### config.mk
export PLATFORM = sky130hd
export DESIGN_NAME = multiword_add_ctrl
export DESIGN_NICKNAME = d
export VERILOG_FILES = /design/src/rtl/add_ctrl_pkg.sv /design/src/rtl/full_adder.sv /design/src/rtl/multiword_add_ctrl.sv
export SDC_FILE = /design/constraint.sdc
export NUM_CORES = 1
export LEC_CHECK = 0
export ABC_AREA = 1
export CAP_MARGIN = 15
export CORE_ASPECT_RATIO = 1.25
export CORE_MARGIN = 1.5
export CORE_UTILIZATION = 53
export CTS_BUF_LIST = sky130_fd_sc_hd__clkbuf_4 sky130_fd_sc_hd__clkbuf_8
export CTS_CLUSTER_DIAMETER = 200
export DETAILED_ROUTE_END_ITERATION = 10
export DONT_BUFFER_PORTS = 1
export PLACE_DENSITY = 0.75
export SETUP_SLACK_MARGIN = 0.2
export SLEW_MARGIN = 10
export SYNTH_ARGS = -nofsm -noshare
export SYNTH_HDL_FRONTEND = slang
export SYNTH_SLANG_ARGS = --single-unit
### constraint.sdc
create_clock -name clk -period 5.36 [get_ports clk]
set_input_delay 1.072 -clock clk [delete_from_list [all_inputs] [get_ports clk]]
set_output_delay 1.072 -clock clk [all_outputs]
set_load 0.01 [all_outputs]
### src/rtl/add_ctrl_pkg.sv
// Shared defaults and state type for the slice-serial multiword adder.
package add_ctrl_pkg;
    localparam int DEF_WIDTH  = 4;
    localparam int DEF_NSLICE = 4;

    typedef enum logic [1:0] {
        IDLE,
        RUN,
        DONE
    } state_t;
endpackage

### src/rtl/full_adder.sv
// Combinational WIDTH-bit ripple adder slice.
module full_adder #(
    parameter int WIDTH = 4
) (
    input  logic [WIDTH-1:0] a,
    input  logic [WIDTH-1:0] b,
    input  logic             cin,
    output logic             cout,
    output logic [WIDTH-1:0] sum
);
    assign {cout, sum} = {1'b0, a} + {1'b0, b} + {{WIDTH{1'b0}}, cin};
endmodule

### src/rtl/multiword_add_ctrl.sv
// Multiword adder that reuses one WIDTH-bit slice adder over NSLICE cycles,
// with valid/ready handshakes on both the operand and the result side.
module multiword_add_ctrl
    import add_ctrl_pkg::*;
#(
    parameter int WIDTH  = DEF_WIDTH,
    parameter int NSLICE = DEF_NSLICE
) (
    input  logic                    clk,
    input  logic                    rst_n,
    input  logic                    in_valid,
    output logic                    in_ready,
    input  logic [WIDTH*NSLICE-1:0] a,
    input  logic [WIDTH*NSLICE-1:0] b,
    input  logic                    cin,
    output logic                    out_valid,
    input  logic                    out_ready,
    output logic [WIDTH*NSLICE-1:0] sum,
    output logic                    cout
);
    localparam int W  = WIDTH * NSLICE;
    localparam int CW = (NSLICE > 1) ? $clog2(NSLICE) : 1;

    state_t          state;
    state_t          nxt;
    logic [W-1:0]    opa;
    logic [W-1:0]    opb;
    logic            carry;
    logic [CW-1:0]   cnt;
    logic            last;
    int              base;
    logic [WIDTH-1:0] slice_a;
    logic [WIDTH-1:0] slice_b;
    logic [WIDTH-1:0] slice_sum;
    logic            slice_cout;

    assign base    = int'(cnt) * WIDTH;
    assign last    = (cnt == CW'(NSLICE - 1));
    assign slice_a = opa[base +: WIDTH];
    assign slice_b = opb[base +: WIDTH];

    full_adder #(.WIDTH(WIDTH)) u_fa (
        .a    (slice_a),
        .b    (slice_b),
        .cin  (carry),
        .cout (slice_cout),
        .sum  (slice_sum)
    );

    always_comb begin
        nxt      = state;
        in_ready = 1'b0;
        unique case (state)
            IDLE: begin
                in_ready = 1'b1;
                if (in_valid) nxt = RUN;
            end
            RUN:     if (last) nxt = DONE;
            DONE:    if (out_ready) nxt = IDLE;
            default: nxt = IDLE;
        endcase
    end

    always_ff @(posedge clk or negedge rst_n) begin
        if (!rst_n) state <= IDLE;
        else        state <= nxt;
    end

    // sum is zeroed at accept so a stale result never mixes with new slices
    always_ff @(posedge clk or negedge rst_n) begin
        if (!rst_n) begin
            opa       <= '0;
            opb       <= '0;
            carry     <= 1'b0;
            cnt       <= '0;
            sum       <= '0;
            cout      <= 1'b0;
            out_valid <= 1'b0;
        end else begin
            unique case (state)
                IDLE: begin
                    if (in_valid) begin
                        opa   <= a;
                        opb   <= b;
                        carry <= cin;
                        cnt   <= '0;
                        sum   <= '0;
                        cout  <= 1'b0;
                    end
                end
                RUN: begin
                    sum[base +: WIDTH] <= slice_sum;
                    carry <= slice_cout;
                    cnt   <= cnt + 1'b1;
                    if (last) begin
                        cout      <= slice_cout;
                        out_valid <= 1'b1;
                    end
                end
                DONE: begin
                    if (out_ready) out_valid <= 1'b0;
                end
                default: ;
            endcase
        end
    end
endmodule

==> summary.md <==
| Metric | Value |
|---|---|
| Status | `finished clean` |
| Mapped Nets | `366` |
| CTS root buf | `clkbuf_8` |
| First-pass GRT wire length | `9060 um` |
| # nets final | `362` |
| Crit Path Class | `flop to flop` |
| LEAKAGE | `1.40 nW` |
| Rel. slew slack | `52.7%` |
| Prevailing post-synth register cell | `dfrtp_1` |
| Final setup margin | `2.04 ns` |
| Layout area overhead | `4.49%` |
| Vias in the first global route | `1992` |
| Vias | `2021` |
| IO buf count | `0` |
| Core area | `4730 um^2` |
| Most frequent cells after synthesis | `nand2_1 (128), dfrtp_1 (55), o21ai_0 (28), inv_1 (22), nor2_1 (20)` |
| Worst-margin pin slew | `0.707 ns` |
| Yosys top cell by area | `dfrtp_1` |
| Placer Congestion | `1.00` |
| Syn Inst Count | `319` |
| Diode count | `0` |
| Fmax | `0.301 GHz` |
| Final hold vios | `0` |
| Number of distinct library cells after synthesis | `24` |
| Crit path required time | `5.60 ns` |
| Fill count | `439` |
| Die Height | `81.6 um` |
| IO Count | `56` |
| Ys async rst share | `100%` |
| Final Total Pwr | `1.95 mW` |
| Final slew viol count | `0` |
| R2R depth | `8` |
| Fin crit period | `3.32 ns` |
| Final Cycle Share | `62.0%` |
| Top-count cell post-synth | `nand2_1` |
| CTS buffer count | `5` |
| HP Class | `primary input to async pin` |
| Post-synth EDFFs | `0` |
| Number of DRC markers in iteration 0 | `114` |
| TNS Setup | `0 ns` |
| DR pass1 iterations | `4` |
| Die area | `5370 um^2` |
| Final setup violation count | `0` |
| Antenna-violating nets left | `0` |
| Syn Std Cell Area | `2620 um^2` |
| Leading post-synthesis cells by cell area | `dfrtp_1 (53%), nand2_1 (18%), o21ai_0 (5.4%)` |
| Seq/Total Area, Yosys | `52.6%` |
| CTS resizes | `0` |
| CTS tree | `done` |
| Pin count of the biggest net entering global routing | `56` |
| Flops & latches, synth | `55` |
| Initial Util | `55.3%` |
| Worst EP arrival | `3.56 ns` |
| Critical Path Sink Type | `flop` |
| Clock skew | `0.00497 ns` |
| Grt ovf | `0` |
| DR vias/cell | `5.38` |
| Global-route usage over all layers | `22.1%` |
| VDD IR max | `0.294 mV` |
| Syn. warnings | `0` |
| DP HPWL | `3820 um` |
| Final WL | `5360 um` |
| Clock-pin transition on the worst setup and hold timing paths | `0.09 ns` |
| Post-synth top area share | `52.6%` |
| Maximum clock insertion buffer count | `2` |
| Insertion delay to the later sink of the worst-skew pair | `0.31 ns` |
| PwrDens | `713 nW/um^2` |
| CP max FO | `25` |
| Pre-CTS setup slack | `2.08 ns` |
| WL/cell | `14.3 um` |
| # DRC | `0` |
| Syn Area/Cell | `8.21 um^2` |
| Critical Path Start Type | `flop` |
| H-Tree Depth | `2` |
| CTS sink cnt | `55` |
| Post-CTS Setup Bufs | `0` |
| Cts hold-fix bufs | `0` |
| RSZ-0062 raised after global routing | `false` |
| Layout cells sized above 1 | `5.06%` |
| Die span in x | `65.9 um` |
| Initial antenna violation count | `0` |
| Row Count | `28` |
| Max-cap violations | `0` |
## cell type report
type | count | area (um^2) | area share, %
tap | 60 | 75.1 | 2.74
inverter | 26 | 97.6 | 3.57
multi-input combinational | 227 | 1080 | 39.6
clock buffer | 8 | 104 | 3.80
sequential | 55 | 1380 | 50.3
## through the flow
| stage | cell area, um^2 | hold slack [ns] | utilization, % | instances |
|---|---|---|---|---|
| floorplan | 2620 | 0.444 | - | 319 |
| global route | 2740 | 0.426 | 57.8 | 376 |
| detailed placement | 2630 | 0.463 | 55.6 | 368 |
| CTS | 2740 | 0.436 | 57.8 | 376 |
| finish | 2740 | 0.442 | 57.8 | 376 |
| global placement | 2630 | 0.463 | 55.6 | 368 |
## flip-flops by register name, summed over array words and instances (netlist names)
register	cells
out_valid	1
carry	1
opa	16
cnt	2
state	2
sum	16
cout	1
opb	16
## path summary, 6_finish.rpt
kind	from	end	slack, ns
max	cnt[0]	sum[14]	2.04
min in group clk	opa[5]	opa[5]	0.48
min reg2reg	opa[5]	opa[5]	0.48
max reg2reg	cnt[0]	sum[14]	2.04
max in group asynchronous	rst_n	opa[9]	4.81
min	rst_n	sum[8]	0.44
## kinds of logic (layout without fill, tap and decap cells)
group	count (synthesis)	after routing	share of synthesized area, %
xor gates and xnor gates	1	1	0.335
and+or+nand+nor	167	167	25.4
buffers and inverters	37	34	6.07
AOI/OAI and AO/OA	49	49	10.2
adders and majority gates	10	10	5.35
DFF	55	55	52.6
## routing by layer
metal	track usage (%)	routed length (um)	up-vias
met2	36.9	2700	64
met5	0	0	-
met4	11.0	143	0
met3	3.97	240	11
met1	27.6	2270	944
li1	-	-	1002
## critical path: stages, from the launching register on
cell and delay (ns):
dfrtp_1 0.81, inv_1 0.49, o21ai_0 0.30, o22ai_1 0.12, fa_1 0.47, fa_1 0.43, xor2_1 0.29, nand3_1 0.14
o21ai_0 0.18
## layout by cell type (no fill, tap or decap)
cell type / n
clkinv_1: 1
inv_1: 22
nor2_2: 1
clkbuf_4: 1
o31ai_1: 2
xor2_1: 1
o21ai_0: 28
o22ai_1: 11
fa_1: 2
dfrtp_1: 55
inv_2: 3
nor2_1: 20
ha_1: 8
nand4_1: 4
o21ai_1: 5
a21oi_1: 2
nand3_1: 10
nor2_4: 1
o21ai_2: 1
nand2_1: 128
clkbuf_8: 7
nand2_2: 2
nor3_1: 1
## power breakdown
group | internal [mW] | leakage, nW | total, mW | switching (mW)
combinational | 0.319 | 0.642 | 0.912 | 0.593
sequential | 0.602 | 0.703 | 0.783 | 0.182
clock | 0.123 | 0.0549 | 0.255 | 0.132
total | 1.04 | 1.40 | 1.95 | 0.907
No activity file was read; power rests on OpenSTA's default activity.
